<file path="src/rtl/req_ack_pkg.sv">
// Shared types and defaults for the req/ack sink: handshake FSM states and default data width.
package req_ack_pkg;

  localparam int REQ_ACK_DATA_W = 4;

  typedef enum logic [0:0] {
    IDLE,
    WAIT_LOW
  } state_e;

endpackage

</file>
<file path="src/rtl/req_ack_sink_if.sv">
// Bundles the driver-side req/ack handshake and the downstream valid/ready stream.
// Optional REQ_ACK_SINK_XFER_CNT_EN adds the xfer_cnt and stall observation signals.
interface req_ack_sink_if #(
  parameter int DATA_W = req_ack_pkg::REQ_ACK_DATA_W,
  parameter int DEPTH  = 4
);

  localparam int FW = $clog2(DEPTH) + 1;

  logic              data_req;
  logic [DATA_W-1:0] data;
  logic              data_ack;
  logic [DATA_W-1:0] out_data;
  logic              out_valid;
  logic              out_ready;
  logic [FW-1:0]     fill;
`ifdef REQ_ACK_SINK_XFER_CNT_EN
  logic [15:0]       xfer_cnt;
  logic              stall;
`endif

  modport master (
    output data_req, data, out_ready,
`ifdef REQ_ACK_SINK_XFER_CNT_EN
    input  xfer_cnt, stall,
`endif
    input  data_ack, out_data, out_valid, fill
  );

  modport slave (
    input  data_req, data, out_ready,
`ifdef REQ_ACK_SINK_XFER_CNT_EN
    output xfer_cnt, stall,
`endif
    output data_ack, out_data, out_valid, fill
  );

endinterface

</file>
<file path="src/rtl/req_ack_sink_fifo.sv">
// First-word-fall-through FIFO: dout always shows the head entry; push is refused when full
// and pop is ignored when empty, so the occupancy can never over- or underflow.
module req_ack_sink_fifo #(
  parameter int DATA_W = 4,
  parameter int DEPTH  = 4
) (
  input  logic                     clk,
  input  logic                     rst,
  input  logic                     push,
  input  logic [DATA_W-1:0]        din,
  input  logic                     pop,
  output logic [DATA_W-1:0]        dout,
  output logic [$clog2(DEPTH):0]   fill
);

  localparam int AW = $clog2(DEPTH);
  localparam int FW = AW + 1;

  logic [DATA_W-1:0] mem_q [DEPTH];
  logic [DATA_W-1:0] mem_d [DEPTH];
  logic [AW-1:0]     wr_ptr_q, wr_ptr_d;
  logic [AW-1:0]     rd_ptr_q, rd_ptr_d;
  logic [FW-1:0]     fill_q, fill_d;
  logic              do_push;
  logic              do_pop;

  assign do_push = push && (fill_q != FW'(DEPTH));
  assign do_pop  = pop && (fill_q != '0);

  always_comb begin
    mem_d    = mem_q;
    wr_ptr_d = wr_ptr_q;
    rd_ptr_d = rd_ptr_q;
    fill_d   = fill_q;
    if (do_push) begin
      mem_d[wr_ptr_q] = din;
      wr_ptr_d        = wr_ptr_q + AW'(1);
    end
    if (do_pop) begin
      rd_ptr_d = rd_ptr_q + AW'(1);
    end
    // Simultaneous push and pop leaves the occupancy unchanged.
    case ({do_push, do_pop})
      2'b10:   fill_d = fill_q + FW'(1);
      2'b01:   fill_d = fill_q - FW'(1);
      default: fill_d = fill_q;
    endcase
  end

  always_ff @(posedge clk) begin
    if (rst) begin
      wr_ptr_q <= '0;
      rd_ptr_q <= '0;
      fill_q   <= '0;
    end else begin
      wr_ptr_q <= wr_ptr_d;
      rd_ptr_q <= rd_ptr_d;
      fill_q   <= fill_d;
    end
  end

  // Storage needs no reset: an entry is only ever read after it has been written.
  always_ff @(posedge clk) begin
    mem_q <= mem_d;
  end

  assign dout = mem_q[rd_ptr_q];
  assign fill = fill_q;

endmodule

</file>
<file path="src/rtl/req_ack_sink.sv">
// 4-phase req/ack sink in the clk_b domain: synchronises data_req, captures data into a FWFT FIFO
// and withholds data_ack while the FIFO is full. REQ_ACK_SINK_XFER_CNT_EN adds xfer_cnt and stall.
module req_ack_sink
  import req_ack_pkg::*;
#(
  parameter int DATA_W      = REQ_ACK_DATA_W,
  parameter int DEPTH       = 4,
  parameter int SYNC_STAGES = 2
) (
  input  logic         clk_b,
  input  logic         rst,
  req_ack_sink_if.slave bus
);

  localparam int FW = $clog2(DEPTH) + 1;

  logic [SYNC_STAGES-1:0] sync_q, sync_d;
  state_e                 state_q, state_d;
  logic                   ack_q, ack_d;
  logic                   req_s;
  logic                   push;
  logic                   full;
  logic [FW-1:0]          fill;

  assign req_s = sync_q[SYNC_STAGES-1];
  assign full  = (fill == FW'(DEPTH));

  always_comb begin
    sync_d  = {sync_q[SYNC_STAGES-2:0], bus.data_req};
    state_d = state_q;
    ack_d   = ack_q;
    push    = 1'b0;
    case (state_q)
      IDLE: begin
        // While full the request simply waits here with ack low until a pop frees space.
        if (req_s && !full) begin
          push    = 1'b1;
          ack_d   = 1'b1;
          state_d = WAIT_LOW;
        end
      end
      WAIT_LOW: begin
        if (!req_s) begin
          ack_d   = 1'b0;
          state_d = IDLE;
        end
      end
      default: begin
        ack_d   = 1'b0;
        state_d = IDLE;
      end
    endcase
  end

  always_ff @(posedge clk_b) begin
    if (rst) begin
      sync_q  <= '0;
      state_q <= IDLE;
      ack_q   <= 1'b0;
    end else begin
      sync_q  <= sync_d;
      state_q <= state_d;
      ack_q   <= ack_d;
    end
  end

  req_ack_sink_fifo #(
    .DATA_W (DATA_W),
    .DEPTH  (DEPTH)
  ) u_fifo (
    .clk  (clk_b),
    .rst  (rst),
    .push (push),
    .din  (bus.data),
    .pop  (bus.out_ready && bus.out_valid),
    .dout (bus.out_data),
    .fill (fill)
  );

  assign bus.data_ack  = ack_q;
  assign bus.fill      = fill;
  assign bus.out_valid = (fill != '0);

`ifdef REQ_ACK_SINK_XFER_CNT_EN
  logic [15:0] xfer_cnt_q, xfer_cnt_d;

  always_comb begin
    xfer_cnt_d = push ? xfer_cnt_q + 16'd1 : xfer_cnt_q;
  end

  always_ff @(posedge clk_b) begin
    if (rst) begin
      xfer_cnt_q <= '0;
    end else begin
      xfer_cnt_q <= xfer_cnt_d;
    end
  end

  assign bus.xfer_cnt = xfer_cnt_q;
  assign bus.stall    = (state_q == IDLE) && req_s && full;
`endif

endmodule

</file>
<file path="src/flat_wrapper.sv">
// flat-port wrapper written by rule: the top's interface ports become plain ports
module req_ack_sink_flat import req_ack_pkg::*;
#(
  parameter int DATA_W      = REQ_ACK_DATA_W,
  parameter int DEPTH       = 4,
  parameter int SYNC_STAGES = 2
)
  (clk_b, rst, bus_data_req, bus_data, bus_out_ready, bus_data_ack, bus_out_data, bus_out_valid, bus_fill);
  req_ack_sink_if #(.DATA_W(DATA_W), .DEPTH(DEPTH)) bus_i ();
  input  logic clk_b;
  input  logic rst;
  input wire logic [$bits(bus_i.data_req)-1:0] bus_data_req;
  input wire logic [$bits(bus_i.data)-1:0] bus_data;
  input wire logic [$bits(bus_i.out_ready)-1:0] bus_out_ready;
  output wire logic [$bits(bus_i.data_ack)-1:0] bus_data_ack;
  output wire logic [$bits(bus_i.out_data)-1:0] bus_out_data;
  output wire logic [$bits(bus_i.out_valid)-1:0] bus_out_valid;
  output wire logic [$bits(bus_i.fill)-1:0] bus_fill;
  assign bus_i.data_req = bus_data_req;
  assign bus_i.data = bus_data;
  assign bus_i.out_ready = bus_out_ready;
  assign bus_data_ack = bus_i.data_ack;
  assign bus_out_data = bus_i.out_data;
  assign bus_out_valid = bus_i.out_valid;
  assign bus_fill = bus_i.fill;
  req_ack_sink #(.DATA_W(DATA_W), .DEPTH(DEPTH), .SYNC_STAGES(SYNC_STAGES)) u_core (.clk_b(clk_b), .rst(rst), .bus(bus_i));
endmodule
</file>
<file path="config.mk">
export PLATFORM = sky130hd
export DESIGN_NAME = req_ack_sink_flat
export DESIGN_NICKNAME = d
export VERILOG_FILES = /design/src/rtl/req_ack_pkg.sv /design/src/rtl/req_ack_sink_if.sv /design/src/rtl/req_ack_sink_fifo.sv /design/src/rtl/req_ack_sink.sv /design/src/flat_wrapper.sv
export SDC_FILE = /design/constraint.sdc
export NUM_CORES = 1
export LEC_CHECK = 0
export ABC_CLOCK_PERIOD_IN_PS = 3050
export CAP_MARGIN = 25
export CORE_MARGIN = 2
export CORE_UTILIZATION = 45
export DETAILED_ROUTE_END_ITERATION = 8
export PLACE_DENSITY = 0.68
export SETUP_SLACK_MARGIN = 0.4
export SKIP_CTS_REPAIR_TIMING = 1
export SYNTH_ARGS = -nofsm -noshare
export SYNTH_HDL_FRONTEND = slang
export SYNTH_SLANG_ARGS = --single-unit
</file>
<file path="constraint.sdc">
create_clock -name clk_b -period 3.05 [get_ports clk_b]
set_clock_uncertainty 0.2 [all_clocks]
set_input_delay 0.61 -clock clk_b [delete_from_list [all_inputs] [get_ports clk_b]]
set_output_delay 0.61 -clock clk_b [all_outputs]
set_load 0.1 [all_outputs]
</file>
# Word level (Yosys, flattened, before mapping)
# Cells that the tools add are included.
[totals] regBits=27 output_inout_bits=9
[op_classes] addsub=4 n_lt_le_gt_ge=3 n_eq_ne=6 muxes=14 bitwise=3 n_reduce_logical=9
[op_table] operator="$bwmux W16" n=1
[op_table] operator="$mux W4" n=3
[op_table] operator="$bmux W4 S2" n=1
[op_table] operator="$demux W4 S2" n=1
[op_table] operator="$ge A3 B3 Y1 const B" n=2
[op_table] operator="$not A2 Y3" n=2
[op_table] operator="$pmux W3 S2" n=1
[op_table] operator="$logic_and A1 B1 Y1" n=5
[op_table] operator="$mux W1" n=5
[op_table] operator="$add A2 B1 Y2 const B" n=2
[op_table] operator="$pmux W1 S2" n=2
[op_table] operator="$add A3 B1 Y3 const B" n=1
[op_table] operator="$eq A3 B3 Y1 const B" n=1
[op_table] operator="$lt A3 B1 Y1 const B" n=1
[op_table] operator="$ne A3 B3 Y1 const B" n=1
[op_table] operator="$reduce_bool A3 Y1" n=1
[op_table] operator="$sub A3 B1 Y3 const B" n=1
[op_table] operator="$eq A2 B1 Y1 const B" n=1
[op_table] operator="$eq A2 B2 Y1 const B" n=1
[op_table] operator="$ne A2 B1 Y1 const B" n=1
[op_table] operator="$ne A2 B2 Y1 const B" n=1
[op_table] operator="$reduce_and A2 Y1" n=1
[op_table] operator="$reduce_bool A2 Y1" n=1
[op_table] operator="$logic_not A1 Y1" n=1
[op_table] operator="$not A1 Y1" n=1

# Longest topological paths before layout
# Gate-level depths: netlist (run 1).
[logic_depth] word_depth=8 ltp_mapped=9

# By module
# From an unflattened synthesis (run 1), not the netlist that was laid out.
[hier_totals] hier_cells=85 area_unflattened_um2=1191.1
[by_module_without_submodules] module="req_ack_sink_fifo" instances=1 cells_each=68 area_each_um2=1019.7 seq_area_each_um2=620.6
[by_module_without_submodules] module="req_ack_sink" instances=1 cells_each=17 area_each_um2=171.4 seq_area_each_um2=80.1

# Least setup slack after synthesis (run 1)
# OpenSTA, ideal clock, no wires.
[synth_timing] path_kind="reg-to-reg" from="register u_core.u_fifo.fill_q[2], in the netlist u_core.u_fifo.fill[2]" to="register u_core.u_fifo.fill_q[2], in the netlist u_core.u_fifo.fill[2]" t_arrival_ns=2.903 t_required_ns=2.779 slack_ns=-0.124 stages_incl_launch_ff=10 synth_period_minus_slack_ns=3.174 cell_sequence="dfxtp_1 > or3b_1 > nor3b_4 > inv_1 > ha_1 > inv_1 > fa_1 > xor2_1 > or3_2 > a21oi_1"
[synth_between] elab_chain_cells=8 elab_cells_between_ends=16 cone_classes="2 x add/sub; 4 x eq/ne; 3 x mux; 7 x reduce/logical"
[synth_rtl] element="from (decl)" line="req_ack_sink_fifo.sv:23" text="logic [FW-1:0] fill_q, fill_d;"
[synth_rtl] element="from (signal assigned)" line="req_ack_sink_fifo.sv:58" text="fill_q <= fill_d;"
[synth_rtl] element="$eq A3 B3 Y1" line="req_ack_sink.sv:26" text="assign full = (fill == FW'(DEPTH));"
[synth_rtl] element="$logic_not A1 Y1" line="req_ack_sink.sv:36" text="if (req_s && !full) begin"
[synth_rtl] element="$logic_and A1 B1 Y1" line="req_ack_sink.sv:36"
[synth_rtl] element="$mux W1" line="req_ack_sink.sv:36"
[synth_rtl] element="$mux W1" line="req_ack_sink.sv:33" text="case (state_q)"
[synth_rtl] element="$logic_and A1 B1 Y1" line="req_ack_sink_fifo.sv:27" text="assign do_push = push && (fill_q != FW'(DEPTH));"
[synth_rtl] element="$eq A2 B1 Y1 or $eq A2 B2 Y1 (tied branches)" line="req_ack_sink_fifo.sv:43" text="case ({do_push, do_pop})"
[synth_rtl] element="$pmux W3 S2 or $reduce_bool A2 Y1 (tied branches)"
# Several ways; a longest one is shown, not always the timed one.
# A chain may end at the register's enable or synchronous reset.

# Worst setup path after layout (run 1)
[layout_timing] from="register u_core.u_fifo.fill_q[0], in the netlist u_core.u_fifo.fill[0]" to="register u_core.u_fifo.fill_q[2], in the netlist u_core.u_fifo.fill[2]"
# The elaborated chain is that of the path after synthesis.

==> results of run 1 <==
==> layout by cell type, fill, tap and decap left out <==
cell type         n
inv_1             6
mux2i_1           1
nor2_1            8
nand2b_1          2
mux2_4            1
clkbuf_1          1
o21ai_0           1
and2_2            4
buf_4            10
ha_1              4
o31a_2            1
xnor2_1           1
ha_2              1
nor3b_4           1
or3_2             2
a21oi_1           3
dfxtp_1           8
mux4_2            4
nor2b_1           2
clkdlybuf4s50_1   7
fa_2              1
o21a_1            1
dfxtp_2           1
inv_2             1
clkbuf_4          3
o311ai_0          1
edfxtp_1         16
dfxtp_4           2
or3b_4            1
nor3_1            1
xor2_1            3
==> through the flow <==
step	std cells	instance area (sq um)	setup slack (ns)
finish	129	1360	0.509
global route	129	1360	0.415
CTS	128	1350	0.460
detailed placement	124	1330	0.267
global placement	124	1330	0.300
floorplan	80	1160	0.406
==> layout make-up <==
class | count | share of cell area, %
Timing Repair Buffer | 17 | 10.6
Tap cell | 30 | 2.75
Sequential cell | 27 | 52.0
Multi-Input combinational cell | 44 | 30.7
Clock buffer | 4 | 1.93
Inverter | 7 | 1.93
==> flip-flops by register name, indices dropped and copies added, names as in the netlist <==
signal,count
u_core.u_fifo.mem_q,16
u_core.u_fifo.fill,3
u_core.state_q,1
u_core.bus.data_ack,1
u_core.u_fifo.rd_ptr_q,2
u_core.sync_q,2
u_core.u_fifo.wr_ptr_q,2
==> worst reg2reg max path: cells and delay by family (launching register included) <==
kind	cells	cell delay, ns
xor+xnor	1	0.15
flops	1	0.39
fa+ha+maj	2	0.50
buf+inv	2	0.11
simple gates	3	0.99
compound gates	1	0.13
==> routing by layer <==
metal	global-route usage, %	part of all wire, %	vias to the layer above
li1	-	-	321
met1	16.6	45	318
met2	21.7	49	15
met3	5.74	5.2	4
met4	5.00	1.5	0
met5	0	0	-
==> power breakdown <==
| group | total [W] | leakage (nW) | internal [W] | switching [W] |
|---|---|---|---|---|
| Combinational | 0.000440 | 0.233 | 0.000130 | 0.000310 |
| Clock | 0.000146 | 0.0150 | 0.0000512 | 0.0000946 |
| Sequential | 0.000449 | 0.236 | 0.000412 | 0.0000368 |
| Total | 0.00103 | 0.484 | 0.000593 | 0.000442 |
==> kinds of logic after synthesis <==
family,share of synthesized area [%]
muxes,10.0
adders and majority gates,7.20
buffers and inverters,3.05
DFF,61.1
and+or+nand+nor,11.6
xor gates and xnor gates,3.05
AOI/OAI and AO/OA,4.03
==> final timing paths <==
kind / from / endpoint / slack, ns / cells past startpoint
max: u_core.u_fifo.fill[0] / u_core.u_fifo.fill[2] / 0.51 / 9
min: u_core.sync_q[0] / u_core.sync_q[1] / 0.26 / 1
max reg2reg: u_core.u_fifo.fill[0] / u_core.u_fifo.fill[2] / 0.51 / 9
min reg2reg: u_core.sync_q[0] / u_core.sync_q[1] / 0.26 / 1
==> metrics.csv, run 1 <==
stage;metric;value;unit
worst_setup_path;CP startpoint kind;register;
outcome;status;finished clean;
sta;Slew Limit Fails;0;
yosys;Yosys top cell by area;edfxtp_1;
sta;crit path time final;2.54;ns
sta;hold_ws;0.258;ns
pwr;VDD IR max;0.423;mV
global_routing;GRT Residual Overflow;0;
worst_setup_path;Slowest-stage cell, CP;or3b_4;
detailed_routing;Iteration-0 DRC Markers;10;
detailed_routing;routed vias/inst;5.10;
worst_setup_path;Critical path buffers and inverters;2;
global_routing;initial antenna violation count;0;
yosys;Post-synth EDFFs;16;
detailed_routing;via count;658;
pwr;Leak Pwr;0.484;nW
global_routing;vias in the first global route;578;
layout;area grow syn2layout;18.9;%
pwr;pwr dens;759;mW/mm^2
global_routing;largest net degree at the start of global routing;15;
clock_network;clock-pin slew on the worst setup and hold paths;0.13;ns
worst_setup_path;CP max FO;8;
yosys;syn_nets;94;
worst_setup_path;CP delay by family, top;simple AND/OR/NAND/NOR gates;
detailed_routing;drc violations;0;
global_routing;wire length of the first global-routing pass;2.68;mm
clock_network;H-tree levels;1;
floorplan;Starting Density;46.7;%
floorplan;CORE AREA;0.00245;sq mm
yosys;commonest cells in the netlist;edfxtp_1 (16), dfxtp_1 (11), nor2_1 (8), inv_1 (7), ha_1 (5);
worst_setup_path;Arrival @ worst endpoint;2.59;ns
worst_setup_path;CP Capture Type;register;
placement;dpl hpwl;1.26;mm
yosys;Yosys warning total;0;
yosys;#FFs+latches synth;27;
yosys;cell area after synthesis;0.00115;sq mm
worst_setup_path;Crit path largest cell delay;0.40;ns
layout;layout filler cell count;213;
sta;Slew HR;69.5;%
clock_network;TritonCTS Buffers;3;
clock_network;clk buf depth;2;
placement;gpl congestion;0.664;
yosys;Yosys top cell area share;41.9;%
floorplan;num ports;17;
global_routing;global-route usage over all layers;13.7;%
floorplan;Die X;54.5;microns
worst_setup_path;cells along the critical path;or3b_4 -> nor3b_4 -> inv_2 -> ha_2 -> inv_1 -> fa_2 -> xor2_1 -> or3_2 -> a21oi_1;
detailed_routing;DRT Pass-1 Iters;4;
floorplan;num rows;18;
clock_network;clk root buf;clkbuf_4;
detailed_routing;Detail Route Antenna Nets;0;
yosys;post-synthesis sequential area ratio;61.1;%
yosys;top-count cell post-synth;edfxtp_1;
pwr;Power Total;0.00103;W
yosys;synthesized instance count;80;
sta;Final Cycle Share;83.3;%
sta;Worst-Margin Slew;0.452;ns
sta;Total Neg Setup Slack;0;ns
placement;PortBufs;16;
worst_setup_path;Data required, critical path;3.10;ns
clock_network;CTS tree;yes;
layout;layout cells sized above 1;33.3;%
yosys;Main synth FF type;edfxtp_1;
yosys;syn_area_per_cell;14.3;sq um
sta;final hold violation count;0;
floorplan;Die H;54.5;microns
floorplan;die area;0.00297;sq mm
yosys;top post-synthesis cells by area;edfxtp_1 (42%), dfxtp_1 (19%), mux4_2 (7.9%);
layout;nets;114;
yosys;Synth cell types;25;
clock_network;Clock Sinks;27;
yosys;Post-synth ARST share;0;%
sta;# setup viols final;0;
job;number of max-cap violations;0;
layout;FF+latch area;709;sq um
layout;multi-input combinational cell area;419;sq um
clock_network;Clk Latency, worst-skew pair;0.31;ns
sta;RSZ-0062 raised after global routing;no;
layout;final core utilization;55.6;%
layout;diode count;0;
detailed_routing;Routed WL;1.71;mm
worst_setup_path;critical path class;reg2reg;
sta;FMAX;393;MHz
detailed_routing;wire per inst;13.2;microns
worst_hold_path;HP Class;reg2reg;
(Power assumes the default switching activity.)
==> run 2, diff against run 1 <==
--- a/config.mk
+++ b/config.mk
@@ -5,7 +5,7 @@
 export SDC_FILE = /design/constraint.sdc
 export NUM_CORES = 1
 export LEC_CHECK = 0
-export ABC_CLOCK_PERIOD_IN_PS = 3050
+export ABC_CLOCK_PERIOD_IN_PS = 2400
 export CAP_MARGIN = 25
 export CORE_MARGIN = 2
 export CORE_UTILIZATION = 45
==> constraint.sdc (replaced) <==
create_clock -name clk_b -period 2.4 [get_ports clk_b]
set_clock_uncertainty 0.2 [all_clocks]
set_input_delay 0.48 -clock clk_b [delete_from_list [all_inputs] [get_ports clk_b]]
set_output_delay 0.48 -clock clk_b [all_outputs]
set_load 0.1 [all_outputs]
==> run 2 against run 1 <==
  * The run now ends with negative setup slack left
  * Die area unchanged
  * Sequential share of layout area fell by 3.8 points
  * Sequential power rose by 24%
  * Routed wire length is 2.0% higher
  * First-iteration DRC count grew 30%
  * Register-to-register slack worse by 0.51 ns
  * Cell area rose by 8.9%
  * Maximum frequency increased by 5.7%
  * Critical path depth stayed put
  * Power grew 41%
  * Flip-flop and latch count unchanged
  * Combinational power up 63%
  * Critical path type unchanged
  * Largest power group is now combinational logic
==> metrics.csv, run 2 (synthesized netlist as in run 1, its figures left out) <==
stage;metric;value;unit
outcome;status;finished, violations left;
outcome;failing checks;negative setup slack;
placement;Placed Cells;129;
detailed_routing;DRT Pass-1 Iters;4;
placement;Setup WS pre-CTS;-0.207;ns
worst_hold_path;HP Class;reg2reg;
layout;diode count;0;
sta;final worst setup slack;-0.00445;ns
global_routing;GRT Residual Overflow;0;
floorplan;Starting Density;46.7;%
sta;Slew HR;68.9;%
clock_network;Clk Latency, worst-skew pair;0.31;ns
worst_setup_path;Slowest-stage cell, CP;or3b_4;
detailed_routing;wire per inst;13.0;microns
sta;Total Neg Setup Slack;-0.00445;ns
sta;final hold violation count;0;
floorplan;Die X;54.5;microns
clock_network;clock-pin slew on the worst setup and hold paths;0.14;ns
pwr;Leak Pwr;0.538;nW
detailed_routing;Iteration-0 DRC Markers;13;
clock_network;TritonCTS Buffers;3;
pwr;pwr dens;983;mW/mm^2
sta;Slew Limit Fails;0;
sta;crit path time final;2.40;ns
layout;non-filler instance count after layout;134;
floorplan;num rows;18;
pwr;Power Total;0.00146;W
layout;layout cells sized above 1;41.3;%
global_routing;vias in the first global route;625;
clock_network;clk root buf;clkbuf_4;
clock_network;Clock Sinks;27;
placement;dpl hpwl;1.30;mm
clock_network;CTS tree;yes;
pwr;VDD IR max;0.653;mV
clock_network;clk buf depth;2;
detailed_routing;routed vias/inst;4.97;
worst_setup_path;CP Capture Type;register;
detailed_routing;Routed WL;1.74;mm
global_routing;global-route usage over all layers;13.5;%
clock_network;H-tree levels;1;
global_routing;largest net degree at the start of global routing;16;
placement;gpl congestion;0.657;
worst_setup_path;CP max FO;2;
layout;nets;119;
worst_setup_path;cells along the critical path;or3b_4 -> nor3b_4 -> inv_1 -> ha_2 -> inv_2 -> fa_2 -> xor2_1 -> or3_4 -> a21oi_2;
floorplan;die area;0.00297;sq mm
floorplan;CORE AREA;0.00245;sq mm
sta;Worst-Margin Slew;0.465;ns
worst_setup_path;Data required, critical path;2.45;ns
sta;Final Cycle Share;100;%
placement;PortBufs;16;
sta;# setup viols final;1;
detailed_routing;Detail Route Antenna Nets;0;
sta;FMAX;416;MHz
layout;most flop-heavy register;u_core.u_fifo.mem_q;
worst_setup_path;Crit path largest cell delay;0.39;ns
worst_setup_path;critical path class;reg2reg;
job;number of max-cap violations;0;
floorplan;num ports;17;
global_routing;wire length of the first global-routing pass;2.69;mm
detailed_routing;drc violations;0;
global_routing;initial antenna violation count;0;
layout;most common cell after layout, fill and taps aside;edfxtp_1;
layout;max reg flops;16;
layout;area grow syn2layout;29.4;%
layout;most frequent cells in the layout;edfxtp_1 (16), buf_4 (10), nor2_1 (7), clkdlybuf4s50_1 (7), dfxtp_1 (7);
worst_setup_path;CP startpoint kind;register;
sta;RSZ-0062 raised after global routing;yes;
floorplan;Die H;54.5;microns
worst_setup_path;Arrival @ worst endpoint;2.45;ns
detailed_routing;via count;666;
-- run 2: cell types whose count changed in the layout (fill, tap and decap cells not counted) --
cell,before,now
buf_12,0,5
a21oi_1,3,1
a21oi_2,0,2
dfxtp_4,2,4
clkbuf_1,1,0
clkinv_2,0,1
dfxtp_1,8,7
dfxtp_2,1,0
nor2_1,8,7
nor2_2,0,1
or3_2,2,1
or3_4,0,1
-- run 2: final cells by class --
class | instances | area [sq um]
clock inverter | 1 | 5.00
inverter | 7 | 26.3
fill | 185 | 970
clock buffer | 3 | 22.5
tap | 30 | 37.5
multi-input combinational | 44 | 433
sequential | 27 | 716
timing repair buffer | 22 | 245
-- run 2: routing by layer --
| layer | track usage (%) | wire length, microns | vias to the layer above |
|---|---|---|---|
| met5 | 0 | 0 | - |
| met4 | 7.50 | 15 | 0 |
| met3 | 2.46 | 60 | 2 |
| met2 | 20.9 | 855 | 13 |
| met1 | 17.9 | 812 | 322 |
| li1 | - | - | 329 |
-- run 2: per-stage QoR --
| step | util, % | area (sq um) | hold WS, ns |
|---|---|---|---|
| floorplan | - | 1170 | 0.214 |
| global placement | 57.9 | 1420 | 0.229 |
| detailed placement | 57.9 | 1420 | 0.231 |
| CTS | 59.0 | 1450 | 0.267 |
| global route | 60.5 | 1490 | 0.283 |
| finish | 60.5 | 1490 | 0.266 |
-- run 2: where the power goes --
| group | switching [W] | internal (W) |
|---|---|---|
| clock network | 0.000126 | 0.0000623 |
| registers | 0.0000272 | 0.000527 |
| logic | 0.000446 | 0.000270 |
| total | 0.000600 | 0.000860 |
-- run 2: final timing paths --
check / startpoint / end / slack (ns) / cells past startpoint
max: u_core.u_fifo.fill[0] / u_core.u_fifo.fill[2] / -0.004 / 9
max reg2reg: u_core.u_fifo.fill[0] / u_core.u_fifo.fill[2] / -0.004 / 9
min: u_core.sync_q[0] / u_core.sync_q[1] / 0.27 / 1
min reg2reg: u_core.sync_q[0] / u_core.sync_q[1] / 0.27 / 1
-- run 2: worst max-delay path, delay by kind of cell, from the launching register on --
family | cells | cell delay [ns]
buffers and inverters | 2 | 0.11
xor gates and xnor gates | 1 | 0.15
AOI/OAI and AO/OA | 1 | 0.12
and+or+nand+nor | 3 | 0.88
adders and majority gates | 2 | 0.51
DFF | 1 | 0.36
==> run 3, diff against run 2 <==
--- a/config.mk
+++ b/config.mk
@@ -9,10 +9,12 @@
 export CAP_MARGIN = 25
 export CORE_MARGIN = 2
 export CORE_UTILIZATION = 45
+export CTS_CLUSTER_SIZE = 30
 export DETAILED_ROUTE_END_ITERATION = 8
 export PLACE_DENSITY = 0.68
 export SETUP_SLACK_MARGIN = 0.4
 export SKIP_CTS_REPAIR_TIMING = 1
+export SLEW_MARGIN = 20
 export SYNTH_ARGS = -nofsm -noshare
 export SYNTH_HDL_FRONTEND = slang
 export SYNTH_SLANG_ARGS = --single-unit
==> results of run 3 <==
No change in the layout: final DEF, timing and power equal those of run 2.
